### config.mk
export PLATFORM = sky130hd
export DESIGN_NAME = uart_rx_fifo_flat
export DESIGN_NICKNAME = d
export VERILOG_FILES = /design/src/rtl/uart_rx_fifo_if.sv /design/src/rtl/uart_rx_fifo.sv /design/src/flat_wrapper.sv
export SDC_FILE = /design/constraint.sdc
export NUM_CORES = 1
export LEC_CHECK = 0
export CAP_MARGIN = 10
export CORE_AREA = 2 2 78 117
export DETAILED_ROUTE_END_ITERATION = 16
export DIE_AREA = 0 0 80 119
export GPL_TIMING_DRIVEN = 0
export PLACE_DENSITY_LB_ADDON = 0.3
export REMOVE_ABC_BUFFERS = 1
export SYNTH_ARGS = -nofsm -noshare
export SYNTH_HDL_FRONTEND = slang
export SYNTH_SLANG_ARGS = --single-unit
### constraint.sdc
create_clock -name clk_i -period 2.4 [get_ports clk_i]
set_input_delay 0.24 -clock clk_i [delete_from_list [all_inputs] [get_ports clk_i]]
set_output_delay 0.24 -clock clk_i [all_outputs]
set_load 0.01 [all_outputs]
### src/rtl/uart_rx_fifo_if.sv
// Read-side handshake of the UART receive FIFO: head word plus its error flags, valid/ready.
// The receiver drives the master modport; the host-side consumer uses the slave modport.
interface uart_rx_fifo_if #(
    parameter int DATA_BITS = 8
) ();
    logic [DATA_BITS-1:0] rx_data;
    logic                 rx_perr;
    logic                 rx_ferr;
    logic                 rx_valid;
    logic                 rx_ready;

    modport master (output rx_data, rx_perr, rx_ferr, rx_valid, input rx_ready);
    modport slave  (input rx_data, rx_perr, rx_ferr, rx_valid, output rx_ready);
endinterface

### src/rtl/uart_rx_fifo.sv
// Parametrised UART receiver: 3-sample majority vote per bit, parity/framing/break/overrun detection.
// Each received word lands in a show-ahead FIFO that is read through a valid/ready interface.
module uart_rx_fifo #(
    parameter int DATA_BITS  = 8,
    parameter int PARITY     = 0,
    parameter int STOP_BITS  = 1,
    parameter int OVERSAMP   = 16,
    parameter int FIFO_DEPTH = 4
) (
    input  logic                        clk_i,
    input  logic                        reset_n_i,
    input  logic                        clk_sample_i,
    input  logic                        uart_rx_i,
    input  logic                        int_clear_n_i,
    uart_rx_fifo_if.master              rx_bus,
    output logic [$clog2(FIFO_DEPTH):0] fifo_level_o,
    output logic                        overrun_o,
    output logic                        break_o,
    output logic                        uart_rx_busy_o
);
    localparam int CW = $clog2(OVERSAMP);
    localparam int AW = $clog2(FIFO_DEPTH);
    localparam int WW = DATA_BITS + 2;
    localparam logic [CW-1:0] T_LO  = CW'(OVERSAMP / 2 - 1);
    localparam logic [CW-1:0] T_MID = CW'(OVERSAMP / 2);
    localparam logic [CW-1:0] T_HI  = CW'(OVERSAMP / 2 + 1);
    localparam logic [CW-1:0] T_END = CW'(OVERSAMP - 1);
    localparam logic [3:0]    LAST_BIT = 4'(DATA_BITS - 1);

    // state      | meaning
    // ST_IDLE    | line idle, waiting for a falling edge seen on a sample tick
    // ST_START   | qualifying start bit, majority 1 means false start
    // ST_DATA    | shifting data bits in, LSB first
    // ST_PARITY  | capturing the parity bit
    // ST_STOP    | checking stop bit(s); frame completes mid last stop bit
    // ST_WAIT_HI | break seen, holding until the line returns high
    typedef enum logic [2:0] {
        ST_IDLE, ST_START, ST_DATA, ST_PARITY, ST_STOP, ST_WAIT_HI
    } state_t;

    state_t               state_q, state_nxt;
    logic                 rx_meta, rx_s, rx_last;
    logic [CW-1:0]        tick_cnt;
    logic                 s_lo, s_mid, maj;
    logic [DATA_BITS-1:0] shift_q;
    logic                 pbit_q, ferr_q, any_one_q, stop_idx;
    logic [3:0]           bit_idx;
    logic                 at_hi, at_end, last_stop;
    logic                 frame_done, brk_det, par_x, perr_calc;
    logic                 push_req;
    logic [WW-1:0]        push_word;

    assign maj       = (s_lo & s_mid) | (s_lo & rx_s) | (s_mid & rx_s);
    assign at_hi     = clk_sample_i & (tick_cnt == T_HI);
    assign at_end    = clk_sample_i & (tick_cnt == T_END);
    assign last_stop = (STOP_BITS == 1) | stop_idx;

    always_ff @(posedge clk_i or negedge reset_n_i) begin
        if (!reset_n_i) state_q <= ST_IDLE;
        else            state_q <= state_nxt;
    end

    always_comb begin
        state_nxt  = state_q;
        frame_done = 1'b0;
        brk_det    = 1'b0;
        case (state_q)
            ST_IDLE:    if (clk_sample_i & rx_last & ~rx_s) state_nxt = ST_START;
            ST_START: begin
                if (at_hi & maj)  state_nxt = ST_IDLE;
                else if (at_end)  state_nxt = ST_DATA;
            end
            ST_DATA:    if (at_end && bit_idx == LAST_BIT)
                            state_nxt = (PARITY != 0) ? ST_PARITY : ST_STOP;
            ST_PARITY:  if (at_end) state_nxt = ST_STOP;
            ST_STOP: begin
                if (at_hi) begin
                    if (last_stop) begin
                        frame_done = 1'b1;
                        brk_det    = ~(any_one_q | maj);
                        state_nxt  = brk_det ? ST_WAIT_HI : ST_IDLE;
                    end
                end
            end
            ST_WAIT_HI: if (clk_sample_i & rx_s) state_nxt = ST_IDLE;
            default:    state_nxt = ST_IDLE;
        endcase
    end

    always_comb begin
        par_x     = (^shift_q) ^ pbit_q;
        perr_calc = 1'b0;
        if (PARITY == 1)      perr_calc = par_x;
        else if (PARITY == 2) perr_calc = ~par_x;
    end

    always_ff @(posedge clk_i or negedge reset_n_i) begin
        if (!reset_n_i) begin
            rx_meta   <= 1'b1;
            rx_s      <= 1'b1;
            rx_last   <= 1'b1;
            tick_cnt  <= '0;
            s_lo      <= 1'b0;
            s_mid     <= 1'b0;
            shift_q   <= '0;
            pbit_q    <= 1'b0;
            ferr_q    <= 1'b0;
            any_one_q <= 1'b0;
            stop_idx  <= 1'b0;
            bit_idx   <= '0;
            push_req  <= 1'b0;
            push_word <= '0;
        end else begin
            rx_meta  <= uart_rx_i;
            rx_s     <= rx_meta;
            push_req <= frame_done & ~brk_det;
            if (frame_done) push_word <= {ferr_q | ~maj, perr_calc, shift_q};
            if (clk_sample_i) begin
                rx_last <= rx_s;
                if (tick_cnt == T_LO)  s_lo  <= rx_s;
                if (tick_cnt == T_MID) s_mid <= rx_s;
                if (state_q == ST_IDLE || state_q == ST_WAIT_HI ||
                    state_nxt == ST_IDLE || state_nxt == ST_WAIT_HI || tick_cnt == T_END)
                    tick_cnt <= '0;
                else
                    tick_cnt <= tick_cnt + 1'b1;
                case (state_q)
                    ST_IDLE: begin
                        bit_idx   <= '0;
                        stop_idx  <= 1'b0;
                        ferr_q    <= 1'b0;
                        any_one_q <= 1'b0;
                        pbit_q    <= 1'b0;
                    end
                    ST_DATA: begin
                        if (tick_cnt == T_HI) begin
                            shift_q   <= {maj, shift_q[DATA_BITS-1:1]};
                            any_one_q <= any_one_q | maj;
                        end
                        if (tick_cnt == T_END) bit_idx <= bit_idx + 1'b1;
                    end
                    ST_PARITY: if (tick_cnt == T_HI) begin
                        pbit_q    <= maj;
                        any_one_q <= any_one_q | maj;
                    end
                    ST_STOP: begin
                        if (tick_cnt == T_HI) begin
                            ferr_q    <= ferr_q | ~maj;
                            any_one_q <= any_one_q | maj;
                        end
                        if (tick_cnt == T_END) stop_idx <= 1'b1;
                    end
                    default: ;
                endcase
            end
        end
    end

    logic [WW-1:0] mem [FIFO_DEPTH];
    logic [AW-1:0] wr_ptr, rd_ptr;
    logic [AW:0]   level;
    logic          full, pop, push_ok, overrun_q, break_q;
    logic [WW-1:0] head;

    assign full    = (level == (AW+1)'(FIFO_DEPTH));
    assign pop     = (level != '0) & rx_bus.rx_ready;
    // A full FIFO still accepts a push when the head leaves in the same cycle.
    assign push_ok = push_req & (~full | pop);
    assign head    = mem[rd_ptr];

    always_ff @(posedge clk_i or negedge reset_n_i) begin
        if (!reset_n_i) begin
            for (int i = 0; i < FIFO_DEPTH; i++) mem[i] <= '0;
            wr_ptr    <= '0;
            rd_ptr    <= '0;
            level     <= '0;
            overrun_q <= 1'b0;
            break_q   <= 1'b0;
        end else begin
            if (push_ok) begin
                mem[wr_ptr] <= push_word;
                wr_ptr      <= wr_ptr + 1'b1;
            end
            if (pop) rd_ptr <= rd_ptr + 1'b1;
            case ({push_ok, pop})
                2'b10:   level <= level + 1'b1;
                2'b01:   level <= level - 1'b1;
                default: ;
            endcase
            if (push_req & full & ~pop) overrun_q <= 1'b1;
            else if (!int_clear_n_i)    overrun_q <= 1'b0;
            if (brk_det)                break_q   <= 1'b1;
            else if (!int_clear_n_i)    break_q   <= 1'b0;
        end
    end

    assign rx_bus.rx_data  = head[DATA_BITS-1:0];
    assign rx_bus.rx_perr  = head[DATA_BITS];
    assign rx_bus.rx_ferr  = head[DATA_BITS+1];
    assign rx_bus.rx_valid = (level != '0);
    assign fifo_level_o    = level;
    assign overrun_o       = overrun_q;
    assign break_o         = break_q;
    assign uart_rx_busy_o  = (state_q != ST_IDLE);
endmodule

### src/flat_wrapper.sv
// flat-port wrapper written by rule: the top's interface ports become plain ports
module uart_rx_fifo_flat 
#(
    parameter int DATA_BITS  = 8,
    parameter int PARITY     = 0,
    parameter int STOP_BITS  = 1,
    parameter int OVERSAMP   = 16,
    parameter int FIFO_DEPTH = 4
)
  (clk_i, reset_n_i, clk_sample_i, uart_rx_i, int_clear_n_i, fifo_level_o, overrun_o, break_o, uart_rx_busy_o, rx_bus_rx_data, rx_bus_rx_perr, rx_bus_rx_ferr, rx_bus_rx_valid, rx_bus_rx_ready);
  uart_rx_fifo_if #(.DATA_BITS(DATA_BITS)) rx_bus_i ();
  input  logic clk_i;
  input  logic reset_n_i;
  input  logic clk_sample_i;
  input  logic uart_rx_i;
  input  logic int_clear_n_i;
  output logic [$clog2(FIFO_DEPTH):0] fifo_level_o;
  output logic overrun_o;
  output logic break_o;
  output logic uart_rx_busy_o;
  output wire logic [$bits(rx_bus_i.rx_data)-1:0] rx_bus_rx_data;
  output wire logic [$bits(rx_bus_i.rx_perr)-1:0] rx_bus_rx_perr;
  output wire logic [$bits(rx_bus_i.rx_ferr)-1:0] rx_bus_rx_ferr;
  output wire logic [$bits(rx_bus_i.rx_valid)-1:0] rx_bus_rx_valid;
  input wire logic [$bits(rx_bus_i.rx_ready)-1:0] rx_bus_rx_ready;
  assign rx_bus_rx_data = rx_bus_i.rx_data;
  assign rx_bus_rx_perr = rx_bus_i.rx_perr;
  assign rx_bus_rx_ferr = rx_bus_i.rx_ferr;
  assign rx_bus_rx_valid = rx_bus_i.rx_valid;
  assign rx_bus_i.rx_ready = rx_bus_rx_ready;
  uart_rx_fifo #(.DATA_BITS(DATA_BITS), .PARITY(PARITY), .STOP_BITS(STOP_BITS), .OVERSAMP(OVERSAMP), .FIFO_DEPTH(FIFO_DEPTH)) u_core (.clk_i(clk_i), .reset_n_i(reset_n_i), .clk_sample_i(clk_sample_i), .uart_rx_i(uart_rx_i), .int_clear_n_i(int_clear_n_i), .rx_bus(rx_bus_i), .fifo_level_o(fifo_level_o), .overrun_o(overrun_o), .break_o(break_o), .uart_rx_busy_o(uart_rx_busy_o));
endmodule
==> qor.tcl <==
set qor(via_count) 2247
set qor(std_cell_rows) 42
set qor(grt_setup_unrepaired) {false}
set qor(hold_ws_ns) 0.3168
set qor(tightestPinTransition_ns) 0.5147
set qor(synthFlopType) {dfrtp_1}
set qor(setup.worst_path.start_class) {flop}
set qor(power_per_cell_area_mw_per_mm2) 723.5
set qor(critical-path-max-stage-delay_ns) 0.59
set qor(arithmetic_cell_share_of_the_synthesized_area_counting_full_adders_half_adders_and_majority_gates) 0.03869
set qor(layout.area.seq_mm2) 0.002032
set qor(post_synth_mux_area_share) 0.1999
set qor(finish.cell_count_without_fillers) 432
set qor(antenna_found_initial) 0
set qor(crit_path_top_delay_cell) {dfrtp_2}
set qor(grt_max_degree) 63
set qor(core_mm2) 0.008618
set qor(fp.dieW_um) 80
set qor(critical_path_rt_ns) 2.16
set qor(synth-compound-area-share) 0.05956
set qor(grt_pass1_vias) 2288
set qor(number_of_drc_violations_after_detailed_routing_iteration_0) 69
set qor(final_gp_congestion) 0.7722
set qor(synth_top_family_by_area) {multiplexers}
set qor(post-dp-hpwl_mm) 4.566
set qor(pre_cts_ws_ns) -0.06275
set qor(power.ir.vdd_worst_uv) 408.8
set qor(whs_endpoint) {u_core.rx_meta$_DFF_PN1_}
set qor(timing.hold.worst.start) {uart_rx_i}
set qor(cts.reportedPaths.clkPinSlew_ns) 0.06
set qor(regToRegEndpoint) {u_core.fifo_level_o[2]$_DFFE_PN0P_}
set qor(worst-path-stages) 2
set qor(tritoncts) {yes}
set qor(hold_path.class) {in -> reg}
set qor(fmaxAchievable_mhz) 448.7
set qor(route.final.wire_length_mm) 6.560
set qor(leakage_nw) 2.093
set qor(area_share_of_and_or_nand_nor_cells_after_synthesis) 0.1057
set qor(crit_path_cell_trace) {mux4_2 > clkdlybuf4s50_1}
set qor(netlist_instances) 293
set qor(die-area_mm2) 0.009520
set qor(finalCritPeriodShare) 0.9286
set qor(fill_cells) 769
set qor(nNetsFinal) 334
set qor(routedWlPerCell_um) 15.19
set qor(clock_tree.buffer_depth) 2
set qor(clock_insertion_delay_worst_skew_ns) 0.33
set qor(reg2reg_from) {u_core.fifo_level_o[1]$_DFFE_PN0P_}
set qor(syn_area_mm2) 0.003719
set qor(place_inst) 416
set qor(post-route-worst-setup-slack_ns) 0.1714
set qor(seq_cells_post_synth) 81
set qor(crit_path_end_kind) {output pin}
set qor(antenna-diode-count) 0
set qor(source_of_the_critical_timing_path) {u_core.rd_ptr[0]$_DFFE_PN0P_}
set qor(drcViolationCount) 0
set qor(die_h_um) 119
set qor(grt_util_all_layers) 0.1527
set qor(hold_viol_final) 0
set qor(finalClockSkew_ns) 0.006512
set qor(cp_top_family) {flip-flops}
set qor(ys_types) 47
set qor(hold-path-cell-count) 1
set qor(seq_area_frac_synth) 0.5461
set qor(min_period_ns) 2.229
set qor(max_cap_violations) 0
set qor(fin_setup_tns_ns) 0
set qor(r2r_setup_slack_ns) 0.28
set qor(timing.critical_path.buf_inv) 1
set qor(setup_viol_count_final) 0
set qor(route.detailed.vias_per_inst) 5.201
set qor(clock_tree.root_cell) {clkbuf_16}
set qor(start_util) 0.4315
set qor(synth_area_per_cell_um2) 12.69
set qor(cts_inserted_buffers) 9
set qor(grt_first_pass_wirelength_mm) 11.06
set qor(multi_input_comb_area_mm2) 0.001607
set qor(area_growth_syn_to_layout_pct) 16.76
set qor(worst-path-max-fanout) 11
set qor(drt.antenna.violating_nets) 0
set qor(number_of_iterations_in_the_first_detailed_routing_pass) 4
set qor(yosysWarnings) 0
set qor(synth_xor_area_frac) 0.02557
set qor(io_pins) 23
set qor(finish.utilization) 0.5038
set qor(number_of_synthesized_flops_with_an_enable_pin) 0
set qor(drv_slew) 0
set qor(htreeDepth) 3
set qor(grt_remaining_overflow) 0
set qor(post-cts-setup-buffers) 0
set qor(outcome) {completed}
set qor(timing_worst_setup_path_type) {reg -> out}
set qor(asyncSetResetFlopFracSynth) 1.000
set qor(worst_ep_arrival_time_ns) 1.99
set qor(slew_headroom) 0.6560
set qor(clock_sinks) 81
set qor(number_of_i_o_port_buffers) 21
set qor(reg2reg_depth) 9
set qor(final_layout_size_suffix_gt1_frac) 0.1087
-- logic make-up after synthesis --
logic type | Yosys count
and+or+nand+nor | 83
DFF | 81
muxes | 57
AOI/OAI and AO/OA | 30
buffers and inverters | 20
adders and majority gates | 11
xor gates and xnor gates | 10
other | 1
-- per-layer routing --
metal / GRT usage / share of wire / wire length [µm] / vias to the layer above
met5: 0 / 0 / 0 / -
met4: 0.07945 / 0.024 / 159 / 0
met3: 0.03030 / 0.020 / 128 / 13
met2: 0.2620 / 0.53 / 3477 / 24
met1: 0.1763 / 0.43 / 2795 / 1127
li1: - / - / - / 1083
-- stage by stage --
stage,power [mW],instance area (µm²)
after floorplan,1.738,3672
after global placement,1.856,4020
after detailed placement,1.871,4045
after CTS,3.182,4335
after global routing,3.288,4342
final,3.141,4342
-- layout by cell type (no fill, tap or decap), types with 3 or more instances in the layout --
| cell type | n |
|---|---|
| clkbuf_1 | 3 |
| nand4_1 | 3 |
| nor2_1 | 19 |
| nand3_1 | 4 |
| mux4_2 | 9 |
| clkbuf_16 | 9 |
| a21oi_1 | 7 |
| nand2b_1 | 3 |
| nor2b_1 | 3 |
| o21ai_0 | 5 |
| xnor2_1 | 4 |
| ha_1 | 9 |
| xor2_1 | 5 |
| inv_1 | 11 |
| mux2_1 | 47 |
| nand2_1 | 39 |
| dfrtp_1 | 77 |
| clkdlybuf4s50_1 | 20 |
| a31oi_1 | 4 |
| dfstp_2 | 3 |
-- cell usage after synthesis, types with 2 or more instances --
cell | number | share of area
a211o_1 | 2 | 0.0047
a21oi_1 | 7 | 0.0094
a22o_1 | 2 | 0.0047
a31oi_1 | 4 | 0.0067
and2_1 | 2 | 0.0034
clkbuf_1 | 6 | 0.0061
dfrtp_1 | 78 | 0.52
dfstp_2 | 3 | 0.021
ha_1 | 9 | 0.030
inv_1 | 11 | 0.011
mux2_1 | 47 | 0.14
mux4_2 | 9 | 0.055
nand2_1 | 39 | 0.039
nand2b_1 | 3 | 0.0050
nand3_1 | 4 | 0.0054
nand4_1 | 3 | 0.0050
nor2_1 | 19 | 0.019
nor2b_1 | 3 | 0.0050
o21ai_0 | 5 | 0.0067
o221ai_2 | 2 | 0.0081
or2_1 | 2 | 0.0034
xnor2_1 | 4 | 0.0094
xor2_1 | 5 | 0.012
-- where the power goes --
part	switching, mW	leakage [nW]	internal [mW]
registers	0.0686	1.10	1.42
logic	0.210	0.857	0.148
clock network	0.496	0.133	0.798
-- worst max path at each step --
stage	end	slack, ns
floorplan	u_core.fifo_level_o[2]$_DFFE_PN0P_	0.31
global placement	u_core.s_mid$_DFFE_PN0P_	-1.76
detailed placement	u_core.fifo_level_o[2]$_DFFE_PN0P_	-0.06
CTS	u_core.fifo_level_o[2]$_DFFE_PN0P_	0.09
global route	u_core.fifo_level_o[2]$_DFFE_PN0P_	0.06
finish	rx_bus_rx_ferr	0.17
-- what timing repair did --
action / 4_1_cts / 5_1_grt
resized for setup: 1 / 1
setup endpoints to repair: 9 / 1
pin swaps: 0 / 0
hold endpoints to repair: 19 / 0
hold buffers: 1 / 0
-- layout make-up --
class                           count  area share
Sequential cell                    81      0.4680
Multi-Input combinational cell    192      0.3700
Timing Repair Buffer               23     0.05648
Clock buffer                       12     0.05447
Tap cell                          110     0.03170
Clock inverter                      3    0.009798
Inverter                           11    0.009510
-- sequential cells by signal, indices dropped and copies added (netlist names), 2 cells and up --
name / count
u_core.tick_cnt: 4
u_core.state_q: 3
u_core.rd_ptr: 2
u_core.mem: 36
u_core.wr_ptr: 2
u_core.shift_q: 8
u_core.fifo_level_o: 3
u_core.push_word: 9
u_core.bit_idx: 4
(Power assumes the default switching activity.)
